===== src/rtl/ser_arb_pkg.sv =====
// ser_arb_pkg: shared types and constants for the UART transmit arbiter.
//   arb_state_e  - arbiter FSM states (idle / sending / line-locked)
//   ASCII_LF     - end-of-line byte that releases a line lock
//   NUM_REQ_MAX  - upper bound on the number of requesters
//   rr_next()    - round-robin successor of an index
package ser_arb_pkg;

    typedef enum logic [1:0] {
        StIdle = 2'd0,
        StSend = 2'd1,
        StLock = 2'd2
    } arb_state_e;

    localparam logic [7:0]  ASCII_LF    = 8'h0A;
    localparam int unsigned NUM_REQ_MAX = 4;

    // (idx + 1) mod n, for idx < n.
    function automatic int unsigned rr_next(input int unsigned idx, input int unsigned n);
        return (idx + 1 >= n) ? 0 : idx + 1;
    endfunction

endpackage


===== src/rtl/ser_tx_arbiter_if.sv =====
// ser_tx_arbiter_if: requester lanes plus the UART data-register write port.
//   req_valid/req_data/req_ready - per-lane byte handshake (lane i = req_data[8i+7:8i])
//   uart_we/uart_dat/uart_wait   - UART data-register write strobe, byte, busy
//   owner/locked                 - last grantee index and line-lock status
// Modports: master = arbiter side, slave = requesters + UART side.
interface ser_tx_arbiter_if #(
    parameter int unsigned NUM_REQ = 2
);
    localparam int unsigned IdxW = $clog2(NUM_REQ);

    logic [NUM_REQ-1:0]   req_valid;
    logic [8*NUM_REQ-1:0] req_data;
    logic [NUM_REQ-1:0]   req_ready;
    logic                 uart_we;
    logic [7:0]           uart_dat;
    logic                 uart_wait;
    logic [IdxW-1:0]      owner;
    logic                 locked;

    modport master (
        input  req_valid, req_data, uart_wait,
        output req_ready, uart_we, uart_dat, owner, locked
    );

    modport slave (
        output req_valid, req_data, uart_wait,
        input  req_ready, uart_we, uart_dat, owner, locked
    );

endinterface


===== src/rtl/rr_pick.sv =====
// rr_pick: combinational round-robin priority picker.
//   req_i   - request vector
//   start_i - index with highest priority; priority descends upward, wrapping
//   gnt_o   - one-hot grant (zero when no request)
//   idx_o   - index of the granted request
//   any_o   - at least one request present
module rr_pick #(
    parameter int unsigned N    = 2,
    parameter int unsigned IdxW = $clog2(N)
) (
    input  logic [N-1:0]    req_i,
    input  logic [IdxW-1:0] start_i,
    output logic [N-1:0]    gnt_o,
    output logic [IdxW-1:0] idx_o,
    output logic            any_o
);

    // One extra bit so start + offset cannot overflow before the wrap.
    logic [IdxW:0] pos;

    always_comb begin
        gnt_o = '0;
        idx_o = '0;
        any_o = 1'b0;
        pos   = '0;
        for (int unsigned k = 0; k < N; k++) begin
            pos = {1'b0, start_i} + (IdxW + 1)'(k);
            if (pos >= (IdxW + 1)'(N)) begin
                pos = pos - (IdxW + 1)'(N);
            end
            if (!any_o && req_i[pos[IdxW-1:0]]) begin
                any_o                 = 1'b1;
                gnt_o[pos[IdxW-1:0]]  = 1'b1;
                idx_o                 = pos[IdxW-1:0];
            end
        end
    end

endmodule


===== src/rtl/ser_tx_arbiter.sv =====
// ser_tx_arbiter: round-robin arbiter sharing one UART transmitter among NUM_REQ
// byte-stream requesters. A granted byte is held and written to the UART until
// accepted (uart_we high, uart_wait low).
// Ports:
//   clk    - system clock
//   resetn - synchronous active-low reset
//   bus    - ser_tx_arbiter_if.master (requester lanes, UART write port, owner, locked)
// Parameters:
//   NUM_REQ      - requesters, 2..4
//   LOCK_TIMEOUT - idle cycles a line lock survives (lock build only)
// Build option: define SER_ARB_LOCK_EN to keep a grant until LF so text lines
// from different sources never interleave.
module ser_tx_arbiter
    import ser_arb_pkg::*;
#(
    parameter int unsigned NUM_REQ      = 2,
    parameter int unsigned LOCK_TIMEOUT = 4096
) (
    input logic             clk,
    input logic             resetn,
    ser_tx_arbiter_if.master bus
);

    localparam int unsigned IdxW = $clog2(NUM_REQ);

    if (NUM_REQ < 2 || NUM_REQ > NUM_REQ_MAX) begin : g_bad_num_req
        $error("ser_tx_arbiter: NUM_REQ out of range");
    end
    if (LOCK_TIMEOUT < 2) begin : g_bad_timeout
        $error("ser_tx_arbiter: LOCK_TIMEOUT must be at least 2");
    end

    arb_state_e         state_q, state_d;
    logic [IdxW-1:0]    owner_q, owner_d;
    logic [7:0]         hold_q, hold_d;
    logic [IdxW-1:0]    start_idx;
    logic [NUM_REQ-1:0] pick_gnt;
    logic [IdxW-1:0]    pick_idx;
    logic               pick_any;
    logic [NUM_REQ-1:0] req_ready;

`ifdef SER_ARB_LOCK_EN
    localparam int unsigned TmrW = $clog2(LOCK_TIMEOUT);

    logic [TmrW-1:0]    tmr_q, tmr_d;
    logic               lock_q, lock_d;
    logic [NUM_REQ-1:0] owner_oh;

    assign owner_oh = NUM_REQ'(1) << owner_q;
`endif

    // The owner just served drops to lowest priority.
    assign start_idx = IdxW'(rr_next(32'(owner_q), NUM_REQ));

    rr_pick #(
        .N    (NUM_REQ),
        .IdxW (IdxW)
    ) u_rr_pick (
        .req_i   (bus.req_valid),
        .start_i (start_idx),
        .gnt_o   (pick_gnt),
        .idx_o   (pick_idx),
        .any_o   (pick_any)
    );

    // State register
    always_ff @(posedge clk) begin
        if (!resetn) begin
            state_q <= StIdle;
            owner_q <= '0;
            hold_q  <= 8'h00;
`ifdef SER_ARB_LOCK_EN
            tmr_q   <= '0;
            lock_q  <= 1'b0;
`endif
        end else begin
            state_q <= state_d;
            owner_q <= owner_d;
            hold_q  <= hold_d;
`ifdef SER_ARB_LOCK_EN
            tmr_q   <= tmr_d;
            lock_q  <= lock_d;
`endif
        end
    end

    // Next-state logic
    always_comb begin
        state_d = state_q;
        owner_d = owner_q;
        hold_d  = hold_q;
`ifdef SER_ARB_LOCK_EN
        tmr_d   = tmr_q;
        lock_d  = lock_q;
`endif
        unique case (state_q)
            StIdle: begin
                if (pick_any) begin
                    state_d = StSend;
                    owner_d = pick_idx;
                    hold_d  = bus.req_data[8*pick_idx +: 8];
                end
            end
            StSend: begin
                if (!bus.uart_wait) begin
`ifdef SER_ARB_LOCK_EN
                    if (hold_q == ASCII_LF) begin
                        state_d = StIdle;
                        lock_d  = 1'b0;
                    end else begin
                        state_d = StLock;
                        lock_d  = 1'b1;
                        tmr_d   = '0;
                    end
`else
                    state_d = StIdle;
`endif
                end
            end
`ifdef SER_ARB_LOCK_EN
            StLock: begin
                if (bus.req_valid[owner_q]) begin
                    state_d = StSend;
                    hold_d  = bus.req_data[8*owner_q +: 8];
                    tmr_d   = '0;
                end else if (tmr_q == TmrW'(LOCK_TIMEOUT - 1)) begin
                    state_d = StIdle;
                    lock_d  = 1'b0;
                    tmr_d   = '0;
                end else begin
                    tmr_d = tmr_q + TmrW'(1);
                end
            end
`endif
            default: state_d = StIdle;
        endcase
    end

    // Output logic: req_ready is combinational, UART port comes straight from registers.
    always_comb begin
        req_ready = '0;
        unique case (state_q)
            StIdle:  req_ready = pick_gnt;
`ifdef SER_ARB_LOCK_EN
            StLock:  req_ready = bus.req_valid & owner_oh;
`endif
            default: req_ready = '0;
        endcase
    end

    assign bus.req_ready = req_ready;
    assign bus.uart_we   = (state_q == StSend);
    assign bus.uart_dat  = hold_q;
    assign bus.owner     = owner_q;
`ifdef SER_ARB_LOCK_EN
    assign bus.locked    = lock_q;
`else
    assign bus.locked    = 1'b0;
`endif

endmodule


===== src/flat_wrapper.sv =====
// flat-port wrapper written by rule: the top's interface ports become plain ports
module ser_tx_arbiter_flat import ser_arb_pkg::*;
#(
    parameter int unsigned NUM_REQ      = 2,
    parameter int unsigned LOCK_TIMEOUT = 4096
)
  (clk, resetn, bus_req_valid, bus_req_data, bus_uart_wait, bus_req_ready, bus_uart_we, bus_uart_dat, bus_owner, bus_locked);
  ser_tx_arbiter_if #(.NUM_REQ(NUM_REQ)) bus_i ();
  input logic clk;
  input logic resetn;
  input wire logic [$bits(bus_i.req_valid)-1:0] bus_req_valid;
  input wire logic [$bits(bus_i.req_data)-1:0] bus_req_data;
  input wire logic [$bits(bus_i.uart_wait)-1:0] bus_uart_wait;
  output wire logic [$bits(bus_i.req_ready)-1:0] bus_req_ready;
  output wire logic [$bits(bus_i.uart_we)-1:0] bus_uart_we;
  output wire logic [$bits(bus_i.uart_dat)-1:0] bus_uart_dat;
  output wire logic [$bits(bus_i.owner)-1:0] bus_owner;
  output wire logic [$bits(bus_i.locked)-1:0] bus_locked;
  assign bus_i.req_valid = bus_req_valid;
  assign bus_i.req_data = bus_req_data;
  assign bus_i.uart_wait = bus_uart_wait;
  assign bus_req_ready = bus_i.req_ready;
  assign bus_uart_we = bus_i.uart_we;
  assign bus_uart_dat = bus_i.uart_dat;
  assign bus_owner = bus_i.owner;
  assign bus_locked = bus_i.locked;
  ser_tx_arbiter #(.NUM_REQ(NUM_REQ), .LOCK_TIMEOUT(LOCK_TIMEOUT)) u_core (.clk(clk), .resetn(resetn), .bus(bus_i));
endmodule

===== config.mk =====
export PLATFORM = sky130hd
export DESIGN_NAME = ser_tx_arbiter_flat
export DESIGN_NICKNAME = d
export VERILOG_FILES = /design/src/rtl/ser_arb_pkg.sv /design/src/rtl/ser_tx_arbiter_if.sv /design/src/rtl/rr_pick.sv /design/src/rtl/ser_tx_arbiter.sv /design/src/flat_wrapper.sv
export SDC_FILE = /design/constraint.sdc
export NUM_CORES = 1
export LEC_CHECK = 0
export ABC_AREA = 1
export CAP_MARGIN = 5
export CORE_MARGIN = 2
export CORE_UTILIZATION = 39
export DETAILED_ROUTE_END_ITERATION = 10
export PLACE_DENSITY = 0.82
export SLEW_MARGIN = 20
export SYNTH_ARGS = -nofsm -noshare
export SYNTH_HDL_FRONTEND = slang
export SYNTH_SLANG_ARGS = --single-unit

===== constraint.sdc =====
create_clock -name clk -period 3.4 [get_ports clk]
set_clock_uncertainty 0.2 [all_clocks]
set_input_delay 0.68 -clock clk [delete_from_list [all_inputs] [get_ports clk]]
set_output_delay 0.68 -clock clk [all_outputs]
set_load 0.03 [all_outputs]

==> reports/qor.yml, run 1 <==
grt:
  track_usage_pct: 17.0
  grt_max_degree: 17
  antenna_found_initial: 0
  grt_pass1_vias: 558
  overflow: 0
  grt_pass1_wl_mm: 2.32
yosys:
  synth.avg_cell_area_um2: 6.35
  yosys_warnings: 0
  synth_area_um2: 597
  synth_nets: 115
  synth-seq-area-share_pct: 33.5
  synth_area_leaders: "dfxtp_1 34%, nand2_1 18%, nor2_1 10%"
  syn_inst: 94
  synth_top_area_cell: "dfxtp_1"
  synth.top_cell.area_share_pct: 33.5
  ys_types: 15
  synth_seq_cells: 10
drt:
  vias: 654
  drt-pass1-iter-count: 4
  drt-total-wl_mm: 1.49
  routedWlPerCell_um: 10.5
  via_per_inst: 4.61
  drc_errors: 0
  drt_iter0_markers: 8
  ant_nets: 0
final_layout:
  final_layout_size_suffix_gt1_share_pct: 7.14
  layout.nets: 148
  areaGrowthSynthToFinish_pct: 57.9
  n_fill_cell: 148
  antenna_cells: 0
  utilization_pct: 64.0
cts:
  cts_resized: 0
  cts_setup_buffers: 0
  clk_pin_slew_ns: 0.08
  clk_latency_ns: 0.28
  clockBufferDepth: 2
  cts_hold_buf: 0
  root_buffer: "clkbuf_4"
  cts_tree: "yes"
  clock_sink_count: 10
  cts_buffers: 3
  ctsHtreeMaxLevel: 1
hold_path:
  hp-class: "reg -> reg"
place:
  io_buffer_count: 32
  routabilityCongestion: 0.810
  dp.final_hpwl_mm: 1.09
critical_path:
  r2r_start: "u_core.state_q[0]"
  arrival_ns: 2.21
  crit_path_frequent_cell: "clkdlybuf4s50_1"
  setup.worst_path.class: "in -> out"
  reg2regPathDepth: 6
  cp_slowest_cell: "clkdlybuf4s50_1"
  critPathLaunch: "bus_req_valid[1]"
  cp-endpoint: "bus_req_ready[1]"
  cp.required_ns: 2.52
  max_stage_delay_ns: 0.68
  ff2ff_setup_slack_ns: 2.10
  critPathLaunchType: "input pin"
  crit_fanout: 7
  r2r_end: "u_core.bus.uart_dat[5]"
  worstSetupEndpointType: "output pin"
  crit_chain: "clkdlybuf4s50_1 -> nand2_1 -> a21oi_1 -> clkdlybuf4s50_1"
sta:
  hold_viol_final: 0
  max_freq_mhz: 323
  period_share_pct: 91.0
  setup_viol: 0
  tns_ns: 0
  layout_min_cycle_time_ns: 3.09
  maxSlewViolCount: 0
  rsz0062_at_grt: "no"
die:
  die-area_um2: 1860
  num_io_pins: 34
  start_util_pct: 40.6
  row_count: 14
  die_h_um: 43.1
  placeableCoreArea_um2: 1470
  fp.dieW_um: 43.1
pwr:
  power_density_nw_per_um2: 406
  power_mw: 0.383
  ir_drop_v: 0.000291
  power_leakage_nw: 0.430
run_status:
  status: "complete, no violations"
run:
  maxCapViolCount: 0
==> where the power goes <==
| part | internal, mW | total (mW) | switching [mW] |
|---|---|---|---|
| combinational | 0.0624 | 0.134 | 0.0718 |
| sequential | 0.129 | 0.136 | 0.00647 |
| clock | 0.0652 | 0.113 | 0.0480 |
==> layout by cell type, fill, tap and decap left out <==
| cell | count |
|---|---|
| clkdlybuf4s50_1 | 32 |
| nand2_1 | 28 |
| nor2_1 | 16 |
| clkbuf_4 | 3 |
| o21ai_2 | 1 |
| nand3_1 | 8 |
| nor3_1 | 1 |
| conb_1 | 1 |
| a21boi_0 | 6 |
| a21boi_2 | 2 |
| dfxtp_1 | 10 |
| buf_4 | 1 |
| nand2_2 | 1 |
| clkbuf_8 | 1 |
| inv_1 | 11 |
| a21oi_1 | 4 |
==> critical path: cells and delay by family <==
family	cells	cell delay, ns
buffers and inverters	2	1.30
AND/OR/NAND/NOR	1	0.11
AO/OA/AOI/OAI	1	0.12
==> worst min path at each step <==
stage / from / end / slack (ns) / cells after the start
6_report: u_core.state_q[0] / u_core.state_q[0] / 0.28 / 2
5_1_grt: u_core.state_q[0] / u_core.state_q[0] / 0.33 / 2
4_1_cts: u_core.state_q[0] / u_core.state_q[0] / 0.28 / 2
3_5_place_dp: u_core.state_q[0] / u_core.state_q[0] / 0.27 / 2
3_3_place_gp: u_core.state_q[0] / u_core.state_q[0] / 0.27 / 2
2_1_floorplan: u_core.state_q[0] / u_core.state_q[0] / 0.39 / 2
==> cell type report <==
type | count | area, um^2 | area share, %
flip-flops and latches | 10 | 200 | 21.2
repair buffers | 33 | 328 | 34.8
clock buffers | 4 | 36.3 | 3.85
multi-input cells | 68 | 317 | 33.6
inverters | 11 | 41.3 | 4.38
well taps | 16 | 20.0 | 2.12
==> metal layers <==
layer,vias to the layer above,part of all wire (%),track usage (%),routed length (um)
li1,351,-,-,-
met1,276,45,20.6,676
met2,22,45,27.8,671
met3,5,6.5,2.13,97
met4,0,2.8,10.9,42
met5,-,0,0,0
==> cell usage after synthesis <==
library cell and n:
a21boi_0 6, a21boi_2 2, a21oi_1 4, buf_2 1, buf_4 3, buf_6 1
conb_1 1, dfxtp_1 10, inv_1 11, nand2_1 28, nand2_2 1, nand3_1 8
nor2_1 16, nor3_1 1, o21ai_2 1
==> metrics by stage <==
stage | hold slack (ns) | worst slack (ns) | cells | cell area [um^2]
global placement | 0.267 | 0.328 | 138 | 906
finish | 0.280 | 0.305 | 142 | 942
global route | 0.334 | 0.218 | 142 | 942
floorplan | 0.387 | 0.986 | 94 | 597
detailed placement | 0.268 | 0.301 | 138 | 906
CTS | 0.280 | 0.300 | 142 | 942
==> state kept, by name (all words and copies together), names as in the netlist, named ones only <==
register / flops
u_core.bus.uart_dat: 8
u_core.state_q: 1
==> cells by family (layout without fill, tap and decap cells) <==
| group | Yosys count | count (layout) | synth area share (%) |
|---|---|---|---|
| buffers and inverters | 16 | 48 | 13.4 |
| other | 1 | 1 | 0.628 |
| AND/OR/NAND/NOR | 54 | 54 | 36.3 |
| flip-flops | 10 | 10 | 33.5 |
| AO/OA/AOI/OAI | 13 | 13 | 16.1 |
Note: power is estimated with default switching activity, not from simulation.
==> run 2, diff against run 1 <==
SYNTH_HIERARCHICAL = 1   (was unset)
clock period = 3.7 ns   (was 3.4 ns; I/O delays follow)
==> run 2 against run 1 <==
Setup slack better by 0.18 ns; critical path depth up 2; utilization increased by 0.68 points; highest routed layer unchanged; synthesized cell count rose by 15%; first-iteration DRC count rose by 13%; sequential power fell by 7%; clock-buffer cell count decreased by 1; global-route usage fell by 0.25 points; routed wire length decreased by 0.20%; power shrank 15%; cell count rose by 11%; design area rose by 1.1%.
==> reports/qor.yml, run 2 <==
grt:
  grt.met1_usage_pct: 16.5
  grt_pass1_vias: 561
  top_usage_layer: "met2"
  grt_pass1_wl_mm: 2.27
  grt_util_met2_pct: 30.1
  grt.met3_usage_pct: 7.23
  grt_max_degree: 11
  overflow: 0
  track_usage_pct: 16.7
  antenna_found_initial: 0
sta:
  max_freq_mhz: 311
  hold_viol_final: 0
  layout_min_cycle_time_ns: 3.21
  maxSlewViolCount: 0
  rsz0062_at_grt: "no"
  setup_ws_ns: 0.487
  tns_ns: 0
  period_share_pct: 86.8
  setup_viol: 0
cts:
  root_buffer: "clkbuf_4"
  clock_sink_count: 10
  clk_latency_ns: 0.26
  clk_pin_slew_ns: 0.06
  cts_tree: "yes"
  cts_buffers: 3
  cts_resized: 0
  ctsHtreeMaxLevel: 1
  clockBufferDepth: 2
  cts_setup_buffers: 0
  cts_hold_buf: 0
critical_path:
  critPathLaunchType: "input pin"
  reg2regPathDepth: 9
  crit_fanout: 3
  crit_chain: "clkdlybuf4s50_1 -> inv_1 -> a21oi_1 -> inv_1 -> nor2_1 -> clkdlybuf4s50_1"
  crit_buf_inv: 4
  setup.worst_path.class: "in -> out"
  cp.required_ns: 2.76
  critPathTopFamily: "buffers and inverters"
  cp_slowest_cell: "clkdlybuf4s50_1"
  worstSetupEndpointType: "output pin"
  arrival_ns: 2.27
  max_stage_delay_ns: 0.68
  cp.depth: 6
die:
  start_util_pct: 40.9
  num_io_pins: 34
  die-area_um2: 1870
  die_h_um: 43.3
  fp.dieW_um: 43.3
  row_count: 14
  placeableCoreArea_um2: 1470
yosys:
  synth_top_cells_by_count: "42 x nand2_1, 22 x inv_1, 20 x nor2_1"
  synth_top_family_by_area: "simple AND/OR/NAND/NOR gates"
  synth_compound_area_share_pct: 4.57
  syn_inst: 108
  synth_xor_area_share_pct: 0
  synthFlopType: "dfxtp_1"
  synth_edf_count: 0
  synth_area_um2: 602
  synth_seq_cells: 10
  synth_nets: 129
  yosys_warnings: 6
  synthSimpleGateAreaFrac_pct: 42.4
  ys_types: 14
  synthMuxAreaShare_pct: 0
  synth-seq-area-share_pct: 33.3
  synth.avg_cell_area_um2: 5.57
  synthAdderAreaFrac_pct: 0
  async_flop_share_pct: 0
  synthMostInstantiatedCell: "nand2_1"
  synth_area_leaders: "dfxtp_1 33%, nand2_1 26%, inv_1 14%"
  synth.top_cell.area_share_pct: 33.3
  synth_top_area_cell: "dfxtp_1"
final_layout:
  layout.nets: 164
  stdcell_count: 157
  layout.area.seq_um2: 200
  multiInputGateArea_um2: 287
  final_area_um2: 952
  final_common_cell: "nand2_1"
  most-common-layout-cells: "42 x nand2_1, 32 x clkdlybuf4s50_1, 22 x inv_1"
  largest_register_ffs: 8
  areaGrowthSynthToFinish_pct: 58.2
  n_fill_cell: 139
  antenna_cells: 0
  final_layout_size_suffix_gt1_share_pct: 6.38
place:
  post_dp_cell_area_um2: 930
  routabilityCongestion: 0.739
  dp.final_hpwl_mm: 1.15
  io_buffer_count: 32
  dp.cells: 154
  dp_slack_ns: 0.498
drt:
  drt-pass1-iter-count: 4
  ant_nets: 0
  drt_iter0_markers: 9
  drt-total-wl_mm: 1.48
  vias: 670
  drc_errors: 0
  via_per_inst: 4.27
  routedWlPerCell_um: 9.45
pwr:
  ir_drop_v: 0.000151
  power_density_nw_per_um2: 343
  power_leakage_nw: 0.525
run_status:
  status: "complete, no violations"
hold_path:
  hp-class: "reg -> reg"
  min_path_cells: 2
run:
  maxCapViolCount: 0
## run 2: changes by cell type after synthesis, sizes merged
cell    previous run  this run
a21boi             8         1
buf                5         3
clkinv             0         1
nor2              16        21
nor3               1         0
nand3              8         0
inv               11        24
a21oi              4         3
nand2             29        43
## run 2: layer usage
layer	vias to the layer above	wire length, um	part of all wire, %
met1	277	548	37
met5	-	0	0
li1	370	-	-
met4	0	13	0.88
met3	2	89	6.0
met2	21	832	56
## run 2: worst paths after layout
check / start / endpoint / slack (ns)
worst max-delay path: bus_req_valid[1] / bus_req_ready[1] / 0.49
worst min-delay path: u_core/bus.owner / u_core/bus.owner / 0.31
worst max register to register: u_core/bus.owner / u_core/bus.uart_dat[2] / 2.17
worst min register to register: u_core/bus.owner / u_core/bus.owner / 0.31
## run 2: worst reg2reg max path: stages (launching register included)
cell and delay (ns):
dfxtp_1 0.32, inv_1 0.07, inv_1 0.06, a21oi_1 0.15, buf_4 0.20, clkinv_2 0.14
nand2_1 0.09, nand2_1 0.06, nor2_1 0.10, nor2_1 0.04
## run 2: cells by family (layout without fill, tap and decap cells)
logic type / after synthesis / in the layout
AO/OA/AOI/OAI: 5 / 5
buffers and inverters: 28 / 61
flip-flops: 10 / 10
other: 1 / 1
AND/OR/NAND/NOR: 64 / 64
## run 2: power breakdown
group | total, mW | internal [mW] | leakage (nW) | switching [mW]
logic | 0.128 | 0.0582 | 0.428 | 0.0700
registers | 0.126 | 0.119 | 0.0832 | 0.00695
clock network | 0.0723 | 0.0375 | 0.0138 | 0.0348
## run 2: per-stage QoR
step                      total power [mW]  hold slack, ns  util [%]
after floorplan                      0.202           0.419         -
after global placement               0.253           0.298      63.2
after detailed placement             0.257           0.300      63.2
after CTS                            0.331           0.309      64.7
after global routing                 0.349           0.344      64.7
final                                0.326           0.306      64.7
## run 2: cell type report
type	count	share of cell area [%]
Multi-Input combinational cell	70	30.1
Sequential cell	10	21.0
Inverter	25	9.99
Clock buffer	3	2.37
Timing Repair Buffer	33	34.4
Tap cell	16	2.10
==> run 3, diff against run 2 <==
GPL_TIMING_DRIVEN = 0   (was unset)
==> run 3 against run 2 <==
Combinational power barely moved; utilization is 1.1 points higher; sequential power is essentially flat; register-to-register slack improved by 0.04 ns; cell count rose by 1.3%; clock power rose by 42%; sequential share of layout area fell by 0.35 points; die area is the same; design area is 1.7% higher; critical path depth unchanged; maximum frequency grew 1.4%.
==> reports/qor.yml, run 3 (synthesis results as in run 2) <==
drt:
  drt-pass1-iter-count: 4
  via_per_inst: 4.30
  drc_errors: 0
  routedWlPerCell_um: 9.21
  drt_iter0_markers: 4
  drt-total-wl_mm: 1.47
  vias: 684
  ant_nets: 0
sta:
  finalHoldWorstSlack_ns: 0.314
  tns_ns: 0
  layout_min_cycle_time_ns: 3.17
  rsz0062_at_grt: "no"
  setup_viol: 0
  maxSlewViolCount: 0
  period_share_pct: 85.7
  max_freq_mhz: 315
  hold_viol_final: 0
final_layout:
  final_layout_size_suffix_gt1_share_pct: 8.39
  layout.nets: 165
  areaGrowthSynthToFinish_pct: 60.9
  largest_register_ffs: 8
  most-common-layout-cells: "42 x nand2_1, 31 x clkdlybuf4s50_1, 22 x inv_1"
  final_common_cell: "nand2_1"
  antenna_cells: 0
cts:
  clk_latency_ns: 0.27
  clockBufferDepth: 2
  cts_tree: "yes"
  cts_setup_buffers: 0
  root_buffer: "clkbuf_4"
  cts_buffers: 3
  clk_pin_slew_ns: 0.07
  cts_hold_buf: 0
  ctsHtreeMaxLevel: 1
  cts_resized: 0
  clock_sink_count: 10
grt:
  track_usage_pct: 17.8
  overflow: 0
  grt_pass1_vias: 597
  grt_max_degree: 11
  grt_pass1_wl_mm: 2.39
  antenna_found_initial: 0
place:
  io_buffer_count: 31
  dp.final_hpwl_mm: 1.08
  routabilityCongestion: 0.750
critical_path:
  cp.required_ns: 2.76
  crit_buf_inv: 4
  max_stage_delay_ns: 0.67
  crit_chain: "clkdlybuf4s50_1 -> inv_1 -> a21oi_1 -> inv_1 -> nor2_1 -> clkdlybuf4s50_1"
  setup.worst_path.class: "in -> out"
  critPathLaunchType: "input pin"
  worstSetupEndpointType: "output pin"
  ff2ff_setup_slack_ns: 2.21
  cp_slowest_cell: "clkdlybuf4s50_1"
  crit_fanout: 3
  arrival_ns: 2.23
  critPathTopFamily: "buffers and inverters"
die:
  fp.dieW_um: 43.3
  placeableCoreArea_um2: 1470
  num_io_pins: 34
  die_h_um: 43.3
  die-area_um2: 1870
  start_util_pct: 40.9
  row_count: 14
pwr:
  power_leakage_nw: 0.538
  ir_drop_v: 0.000183
  power_density_nw_per_um2: 369
hold_path:
  hp-class: "reg -> reg"
run:
  maxCapViolCount: 0
run_status:
  status: "complete, no violations"
run 3: metrics by stage:
step	cells	worst slack [ns]	power [mW]	utilization, %	cell area [um^2]
floorplan	108	1.44	0.202	-	602
global placement	155	0.567	0.254	63.4	932
detailed placement	155	0.533	0.257	63.4	932
CTS	159	0.530	0.360	65.8	968
global route	159	0.450	0.380	65.8	968
finish	159	0.530	0.357	65.8	968
run 3: report_power, final:
group          internal [mW]  leakage (nW)  switching (mW)
combinational         0.0584         0.433          0.0697
sequential             0.119        0.0832         0.00707
clock                 0.0598        0.0210          0.0434
run 3: worst register-to-register path, stage by stage (launching register included):
cell	delay, ns
dfxtp_1	0.33
inv_1	0.08
inv_1	0.05
a21oi_1	0.12
buf_4	0.19
clkinv_2	0.14
nand2_1	0.10
nand2_1	0.05
nor2_1	0.09
nor2_1	0.04
run 3: metal layers:
layer	vias to the layer above	global-route usage (%)	wire length [um]
met4	0	10.9	14
met5	-	0	0
met1	295	19.4	584
li1	373	-	-
met3	2	3.83	52
met2	14	30.7	812
run 3: final timing paths:
path,start,cells past startpoint,end
setup / recovery,bus_req_valid[0],6,bus_req_ready[0]
hold / removal,u_core/bus.uart_dat[2],4,u_core/bus.uart_dat[2]
setup reg to reg,u_core/bus.owner,9,u_core/bus.uart_dat[2]
hold reg to reg,u_core/bus.uart_dat[2],4,u_core/bus.uart_dat[2]
run 3: layout make-up:
class / count / area, um^2
multi-input combinational: 70 / 287
sequential: 10 / 200
fill: 142 / 503
inverter: 25 / 95.1
timing repair buffer: 31 / 310
tap: 16 / 20.0
buffer: 3 / 20.0
clock buffer: 4 / 36.3
